--- config.mk ---
export PLATFORM = sky130hd
export DESIGN_NAME = mips_control_fsm
export DESIGN_NICKNAME = d
export VERILOG_FILES = /design/src/rtl/mips_ctrl_pkg.sv /design/src/rtl/mips_instr_decoder.sv /design/src/rtl/mips_control_fsm.sv
export SDC_FILE = /design/constraint.sdc
export NUM_CORES = 1
export LEC_CHECK = 0
export ABC_AREA = 1
export BUFFER_PORTS_ARGS = -buffer_cell sky130_fd_sc_hd__buf_4
export CORE_AREA = 8 8 54 56
export CTS_BUF_LIST = sky130_fd_sc_hd__clkbuf_16
export CTS_CLUSTER_SIZE = 10
export DETAILED_ROUTE_END_ITERATION = 16
export DIE_AREA = 0 0 62 64
export PLACE_DENSITY = 0.74
export SLEW_MARGIN = 20
export SYNTH_ARGS = -nofsm -noshare
export SYNTH_HDL_FRONTEND = slang
export SYNTH_SLANG_ARGS = --single-unit
--- constraint.sdc ---
create_clock -name clk -period 1.4 [get_ports clk]
set_input_delay 0.14 -clock clk [delete_from_list [all_inputs] [get_ports clk]]
set_output_delay 0.14 -clock clk [all_outputs]
set_load 0.01 [all_outputs]
--- src/rtl/mips_ctrl_pkg.sv ---
// Shared definitions for the multicycle MIPS control path: FSM state
// encoding, ALU operation encoding (also used by the ALU), opcode/funct
// constants, PC source select codes and the decoder result struct.
package mips_ctrl_pkg;

    typedef enum logic [2:0] {
        ST_FETCH, ST_DECODE, ST_EXEC, ST_MEM, ST_WB, ST_HALT, ST_FAULT
    } state_e;

    typedef enum logic [2:0] {
        ALU_ADD   = 3'b000,
        ALU_SUB   = 3'b001,
        ALU_AND   = 3'b010,
        ALU_OR    = 3'b011,
        ALU_XOR   = 3'b100,
        ALU_SLT   = 3'b101,
        ALU_SLTU  = 3'b110,
        ALU_PASSB = 3'b111
    } alu_op_e;

    // Instruction classes the FSM sequences differently.
    typedef enum logic [2:0] {
        CL_RALU, CL_IALU, CL_LW, CL_SW, CL_BEQ, CL_BNE, CL_J, CL_JR
    } instr_class_e;

    localparam logic [5:0] OP_RTYPE = 6'h00;
    localparam logic [5:0] OP_J     = 6'h02;
    localparam logic [5:0] OP_BEQ   = 6'h04;
    localparam logic [5:0] OP_BNE   = 6'h05;
    localparam logic [5:0] OP_ADDIU = 6'h09;
    localparam logic [5:0] OP_SLTI  = 6'h0A;
    localparam logic [5:0] OP_SLTIU = 6'h0B;
    localparam logic [5:0] OP_ANDI  = 6'h0C;
    localparam logic [5:0] OP_ORI   = 6'h0D;
    localparam logic [5:0] OP_XORI  = 6'h0E;
    localparam logic [5:0] OP_LW    = 6'h23;
    localparam logic [5:0] OP_SW    = 6'h2B;

    localparam logic [5:0] FN_JR    = 6'h08;
    localparam logic [5:0] FN_ADDU  = 6'h21;
    localparam logic [5:0] FN_SUBU  = 6'h23;
    localparam logic [5:0] FN_AND   = 6'h24;
    localparam logic [5:0] FN_OR    = 6'h25;
    localparam logic [5:0] FN_XOR   = 6'h26;
    localparam logic [5:0] FN_SLT   = 6'h2A;
    localparam logic [5:0] FN_SLTU  = 6'h2B;

    localparam logic [1:0] PC_SEQ    = 2'b00;
    localparam logic [1:0] PC_BRANCH = 2'b01;
    localparam logic [1:0] PC_JUMP   = 2'b10;
    localparam logic [1:0] PC_RS     = 2'b11;

    typedef struct packed {
        instr_class_e cls;
        alu_op_e      alu_op;
        logic         alu_src_imm;  // ALU B = extended immediate
        logic         ext_zero;     // zero-extend immediate
        logic         legal;
    } dec_t;

endpackage

--- src/rtl/mips_instr_decoder.sv ---
// Combinational instruction decoder.
//   instr : instruction register contents
//   dec   : {class, alu_op, alu_src_imm, ext_zero, legal}
// Unsupported opcodes or R-type funct codes return legal=0.
module mips_instr_decoder
    import mips_ctrl_pkg::*;
(
    input  logic [31:0] instr,
    output dec_t        dec
);

    logic [5:0] opcode;
    logic [5:0] funct;
    logic       unused_fields;

    assign opcode        = instr[31:26];
    assign funct         = instr[5:0];
    assign unused_fields = ^instr[25:6];

    always_comb begin
        dec = '{CL_RALU, ALU_ADD, 1'b0, 1'b0, 1'b0};
        case (opcode)
            OP_RTYPE: begin
                dec.legal = 1'b1;
                case (funct)
                    FN_ADDU: dec.alu_op = ALU_ADD;
                    FN_SUBU: dec.alu_op = ALU_SUB;
                    FN_AND:  dec.alu_op = ALU_AND;
                    FN_OR:   dec.alu_op = ALU_OR;
                    FN_XOR:  dec.alu_op = ALU_XOR;
                    FN_SLT:  dec.alu_op = ALU_SLT;
                    FN_SLTU: dec.alu_op = ALU_SLTU;
                    FN_JR:   dec.cls    = CL_JR;
                    default: dec.legal  = 1'b0;
                endcase
            end
            OP_ADDIU: dec = '{CL_IALU, ALU_ADD,  1'b1, 1'b0, 1'b1};
            OP_SLTI:  dec = '{CL_IALU, ALU_SLT,  1'b1, 1'b0, 1'b1};
            OP_SLTIU: dec = '{CL_IALU, ALU_SLTU, 1'b1, 1'b0, 1'b1};
            OP_ANDI:  dec = '{CL_IALU, ALU_AND,  1'b1, 1'b1, 1'b1};
            OP_ORI:   dec = '{CL_IALU, ALU_OR,   1'b1, 1'b1, 1'b1};
            OP_XORI:  dec = '{CL_IALU, ALU_XOR,  1'b1, 1'b1, 1'b1};
            // Address = rs + sign-extended offset.
            OP_LW:    dec = '{CL_LW,   ALU_ADD,  1'b1, 1'b0, 1'b1};
            OP_SW:    dec = '{CL_SW,   ALU_ADD,  1'b1, 1'b0, 1'b1};
            // Branch compares rs - rt.
            OP_BEQ:   dec = '{CL_BEQ,  ALU_SUB,  1'b0, 1'b0, 1'b1};
            OP_BNE:   dec = '{CL_BNE,  ALU_SUB,  1'b0, 1'b0, 1'b1};
            OP_J:     dec = '{CL_J,    ALU_ADD,  1'b0, 1'b0, 1'b1};
            default:  dec.legal = 1'b0;
        endcase
    end

endmodule

--- src/rtl/mips_control_fsm.sv ---
// Multicycle MIPS control FSM (FETCH/DECODE/EXEC/MEM/WB, terminal HALT and
// FAULT).
//   clk, rst_n        : clock, async active-low reset
//   instr             : IR contents, valid from DECODE onward
//   alu_zero          : ALU result is zero (EXEC)
//   mem_waitrequest   : memory stall for the current access
//   mux_ALU_ctrl, alu_op, ext_zero : ALU controls, driven in EXEC
//   pc_write, pc_src  : PC update strobe and source select
//   ir_write, mem_read, mem_write, reg_write, reg_dst, mem_to_reg : datapath
//   active, fault     : executing / sticky illegal-instruction flag
// Outputs are decoded from the registered state (plus instr and the stall
// and zero inputs) and forced to their idle values while rst_n is low, so
// reset takes effect on the outputs without waiting for a clock.
module mips_control_fsm
    import mips_ctrl_pkg::*;
(
    input  logic        clk,
    input  logic        rst_n,
    input  logic [31:0] instr,
    input  logic        alu_zero,
    input  logic        mem_waitrequest,
    output logic        mux_ALU_ctrl,
    output logic [2:0]  alu_op,
    output logic        ext_zero,
    output logic        pc_write,
    output logic [1:0]  pc_src,
    output logic        ir_write,
    output logic        mem_read,
    output logic        mem_write,
    output logic        reg_write,
    output logic        reg_dst,
    output logic        mem_to_reg,
    output logic        active,
    output logic        fault
);

    state_e state_q, state_d;
    dec_t   dec;
    logic   rs_zero;

    mips_instr_decoder u_dec (
        .instr (instr),
        .dec   (dec)
    );

    assign rs_zero = (instr[25:21] == 5'd0);

    always_ff @(posedge clk or negedge rst_n) begin
        if (!rst_n) state_q <= ST_FETCH;
        else        state_q <= state_d;
    end

    always_comb begin
        state_d      = state_q;
        mux_ALU_ctrl = 1'b0;
        alu_op       = ALU_ADD;
        ext_zero     = 1'b0;
        pc_write     = 1'b0;
        pc_src       = PC_SEQ;
        ir_write     = 1'b0;
        mem_read     = 1'b0;
        mem_write    = 1'b0;
        reg_write    = 1'b0;
        reg_dst      = 1'b0;
        mem_to_reg   = 1'b0;
        active       = 1'b0;
        fault        = 1'b0;
        if (rst_n) begin
            case (state_q)
                ST_FETCH: begin
                    active   = 1'b1;
                    mem_read = 1'b1;
                    if (!mem_waitrequest) begin
                        ir_write = 1'b1;
                        pc_write = 1'b1;
                        pc_src   = PC_SEQ;
                        state_d  = ST_DECODE;
                    end
                end
                ST_DECODE: begin
                    active  = 1'b1;
                    state_d = dec.legal ? ST_EXEC : ST_FAULT;
                end
                ST_EXEC: begin
                    active       = 1'b1;
                    alu_op       = dec.alu_op;
                    mux_ALU_ctrl = dec.alu_src_imm;
                    ext_zero     = dec.ext_zero;
                    case (dec.cls)
                        CL_RALU, CL_IALU: state_d = ST_WB;
                        CL_LW, CL_SW:     state_d = ST_MEM;
                        CL_BEQ, CL_BNE: begin
                            if ((dec.cls == CL_BEQ &&  alu_zero) ||
                                (dec.cls == CL_BNE && !alu_zero)) begin
                                pc_write = 1'b1;
                                pc_src   = PC_BRANCH;
                            end
                            state_d = ST_FETCH;
                        end
                        CL_J: begin
                            pc_write = 1'b1;
                            pc_src   = PC_JUMP;
                            state_d  = ST_FETCH;
                        end
                        CL_JR: begin
                            // jr $0 is the halt idiom: stop without touching PC.
                            if (rs_zero) begin
                                state_d = ST_HALT;
                            end else begin
                                pc_write = 1'b1;
                                pc_src   = PC_RS;
                                state_d  = ST_FETCH;
                            end
                        end
                        default: state_d = ST_FAULT;
                    endcase
                end
                ST_MEM: begin
                    active    = 1'b1;
                    mem_read  = (dec.cls == CL_LW);
                    mem_write = (dec.cls != CL_LW);
                    if (!mem_waitrequest)
                        state_d = (dec.cls == CL_LW) ? ST_WB : ST_FETCH;
                end
                ST_WB: begin
                    active     = 1'b1;
                    reg_write  = 1'b1;
                    reg_dst    = (dec.cls == CL_RALU);
                    mem_to_reg = (dec.cls == CL_LW);
                    state_d    = ST_FETCH;
                end
                ST_HALT:  state_d = ST_HALT;
                ST_FAULT: fault   = 1'b1;
                default:  state_d = ST_FETCH;
            endcase
        end
    end

endmodule

======== Word-level counts from Yosys, hierarchy flattened ========
Index checks and enable logic that the tools add are counted.
operators by class
  eq/ne operators ......................... 35
  reductions and logical operators ........ 18
  mux-type cells .......................... 46
  bitwise logic cells ..................... 1
operator list
  operator            count
  $pmux 6 s12         1
  $eq 6x6->1 const B  9
  $eq 6x4->1 const B  7
  $pmux 3 s6          2
  $mux 1              25
  $mux 3              8
  $eq 3x3->1 const B  7
  $eq 3x2->1 const B  4
  $eq 6x3->1 const B  2
  $pmux 3 s4          1
  $reduce_or 11->1    1
  $reduce_or 5->1     2
  $reduce_or 8->1     1
  $eq 3x1->1 const B  2
  $eq 6x2->1 const B  1
  $logic_not 3->1     2
  $logic_not 6->1     1
  $mux 2              3
  $pmux 1 s2          3
  $pmux 2 s3          1
  $reduce_or 2->1     3
  $reduce_or 3->1     2
  $logic_not 5->1     1
  $ne 2x2->1 const B  2
  other kinds (8)     9
word-level totals
  register bits after elaboration ......... 3
  input bits .............................. 36
  logic and storage cells ................. 101
  output and inout bits ................... 16

======== Depth between registers and ports, before layout ========
  depth in word-level cells ............... 10
  depth in mapped cells ................... 12
  gate-level depth less buffers ........... 12

======== By module ========
Synthesis repeated with hierarchy kept, for this count alone.
unflattened totals
  cell total of the unflattened synthesis .. 179
  area, all modules ....................... 884.6 um2
by module, submodules not included
  module              sequential area each (um2)  area each (um2)  instances  cells each
  mips_control_fsm    75.1                        511.7            1          97
  mips_instr_decoder  0.0                         372.9            1          82

======== Least setup slack after synthesis ========
OpenSTA, ideal clock, no wires.
  path type ............................... reg2out
  start point ............................. reg state_q[0]
  end point ............................... out mem_to_reg
  cell stages (with the launch flop) ...... 7
  path buffers ............................ 1
  path slack .............................. -0.192 ns
  arrival time ............................ 1.452 ns
  path through ............................ dfrtp_1 -> buf_2 -> nor2_1 -> inv_1 -> nor3_1 -> nand2_1 -> nor3_1
between the ends
  word-level cells in the longest chain between the ends .. 3
ends and longest elaborated chain
  item                      line                    text
  start: declaration        mips_control_fsm.sv:37  state_e state_q, state_d;
  start signal: assignment  mips_control_fsm.sv:50  else state_q <= state_d;
  $eq 3x3->1                mips_control_fsm.sv:69  case (state_q)
  $mux 1                    mips_control_fsm.sv:69
  $mux 1                    mips_control_fsm.sv:68  if (rst_n) begin
  end: declaration          mips_control_fsm.sv:32  output logic mem_to_reg,
No other way between the ends.

======== Worst setup path after layout ========
  start point ............................. reg state_q[0]
  end point ............................... out reg_dst
between the ends
  word-level cells in the longest chain between the ends .. 3
ends and longest elaborated chain
  item              line                    text
  $eq 3x3->1        mips_control_fsm.sv:69
  $mux 1            mips_control_fsm.sv:69
  $mux 1            mips_control_fsm.sv:68
  end: declaration  mips_control_fsm.sv:31  output logic reg_dst,
No other way between the ends.

==> reports/summary.txt <==
Die Footprint = 3968 um2
Inserted Diodes = 0
TNS Setup = -1.817 ns
Worst-path clk slew = 0.03 ns
Nature of the critical path startpoint = register
First-pass GRT wire length = 5630 um
DRT iter0 DRCs = 56
Number of remaining DRC errors = 0
Top-count cell post-synth = nand2_1
Clk buf depth = 2
Final Instance Area = 1623 um2
Distinct cell type count after synthesis = 25
Layout Nets = 279
Gr usage total = 18.06%
Vias in the first global route = 1321
Leak = 0.8384 nW
Initial antenna violation count = 0
Root buffer cell = clkbuf_16
Worst r2r src = state_q[0]$_DFFE_PN0P_
Asr flop ratio synth = 100.0%
Fin crit share = 114.3%
Worst vdd ir = 0.001690 V
Mapped cell area = 835.8 um2
Warnings from Yosys = 0
Routed length per instance = 13.11 um
Depth of the CTS H-tree = 1
Syn_nets = 200
Setup violators final = 16
Vias = 1376
Detailed Place HPWL = 2549 um
Post-synthesis cell type with the largest combined area = nand2_1
CTS Buf Count = 3
MaxCap Viol Count = 0
Die Y = 64 um
TritonCTS clock tree = built
Boundary Pins = 52
Final worst slack = -0.1998 ns
Worst flop-to-flop path endpoint = state_q[2]$_DFFE_PN0P_
Max reg flops = 3
Area after DPL = 1393 um2
Via/cell ratio = 5.096
Synth-to-layout area growth = 94.16%
Initial Utilization = 39.69%
Mapped Cells = 164
Number of buffers added on ports = 36
R2r setup slk = -0.11 ns
Die span in x = 62 um
Violated checks = setup timing
ANT nets after route = 0
Hold Crit Class = in2async
Gr ovfl total = 0
Setup crit end kind = output port
Final Max Tran Viols = 0
Clk_skew = 0.007089 ns
Post-synth EDFFs = 0
Synth area leaders = nand2_1 (18%), nor2_1 (15%), inv_1 (9.9%)
PwrDens = 1088 nW/um2
Critical path peak fanout = 3
Global placer's final weighted congestion = 0.9428
Worst r2r path cells = 10
Worst Setup SP = state_q[0]$_DFFE_PN0P_
Min cycle time layout = 1.600 ns
Clock Latency Late Sink = 0.23 ns
Largest net degree at the start of global routing = 11
Mean Syn Cell Area = 5.096 um2
Clock sink count = 3
Drt pass-1 iters = 4
Top cell type's share of synthesized area = 17.96%
Seq/Total Area, Yosys = 8.982%
Worst-margin pin slew = 0.2891 ns
Core area = 2106 um2
Primary FF master, synth = dfrtp_1
Fin. Hold Viols = 0
CP Class = reg2out
Synth Register Bits = 3
Largest Register = state_q
Max transition margin = 80.52%
Final wirelength = 3541 um
CP Data Arrival Time = 1.46 ns
Share of cells above drive strength 1 = 52.48%
Critical Path RT = 1.26 ns
Status = finished with violations
Top cells by count, synth = nand2_1 (40), nor2_1 (33), inv_1 (22)
Fmax = 625.1 MHz
Biggest regs = state_q (3)
RSZ-0062 raised after global routing = yes
Rows = 17
-- timing repair --
item                                   in CTS  in global routing
setup buffers                               6                  1
pin swaps                                   4                  5
gates resized for setup                    22                 11
hold buffers                                1                  0
endpoints found under the hold margin       3                  0
setup endpoints to repair                  13                 18
-- worst max-delay path by stage --
stage	depth (start not counted)	endpoint
2_1_floorplan	6	reg_dst
3_3_place_gp	9	reg_dst
3_5_place_dp	9	reg_dst
4_1_cts	6	reg_dst
5_1_grt	6	reg_dst
6_report	6	reg_dst
-- stage by stage --
step | utilization [%] | cells | setup WS (ns) | hold WS (ns) | total power [mW]
final | 77.06 | 270 | -0.1998 | 0.2834 | 1.765
after global routing | 77.06 | 270 | -0.2643 | 0.2979 | 1.863
after CTS | 75.34 | 269 | -0.1804 | 0.2816 | 1.627
after detailed placement | 66.13 | 258 | -0.09543 | -0.05732 | 0.9343
after global placement | 66.13 | 258 | -0.08411 | -0.05781 | 0.9119
after floorplan | - | 164 | 0.01847 | -0.1556 | 0.6050
-- critical path: stages, from the launching register on --
cell     delay [ns]
dfrtp_2        0.43
nor2_4         0.14
inv_2          0.06
nor3_4         0.14
nand2_2        0.10
nor4_4         0.20
buf_4          0.15
-- where the power goes --
part / leakage [nW] / switching, mW / internal (mW) / total [mW]
registers: 0.0345 / 0.0664 / 0.134 / 0.200
clock network: 0.0423 / 0.0872 / 0.369 / 0.456
logic: 0.762 / 0.592 / 0.516 / 1.11
-- routing by layer --
metal  track usage (%)  vias to the layer above  part of all wire, %
li1                  -                      679                    -
met1             21.71                      628                   41
met3             3.600                        6                  7.1
met2             30.92                       63                   51
met5                 0                        -                    0
met4             4.843                        0                  1.3
-- area by class of cell --
class | instances | area (um2)
Clock buffer | 3 | 75.07
Clock inverter | 1 | 3.754
Inverter | 27 | 101.3
Tap cell | 28 | 35.03
Fill cell | 151 | 483.0
Multi-Input combinational cell | 132 | 748.2
Sequential cell | 3 | 78.83
Timing Repair Buffer | 76 | 580.6
-- layout by cell type, fill, tap and decap left out, types with 4 or more instances in the layout --
cell type   n
inv_2      10
nor2_1     25
nor2_4      5
nor2_2     13
o21ai_1     4
nand3_1    15
nand2_1    36
nor3_2      4
nand2_2     4
buf_4      73
nand4_1     6
o21ai_0     4
a21oi_2     4
inv_1      18
-- cell families after synthesis --
kind of cell,share of synthesized area (%)
DFF,8.982
AOI/OAI and AO/OA,10.03
and+or+nand+nor,66.92
buffers and inverters,14.07
Note: power is estimated with default switching activity, not from simulation.
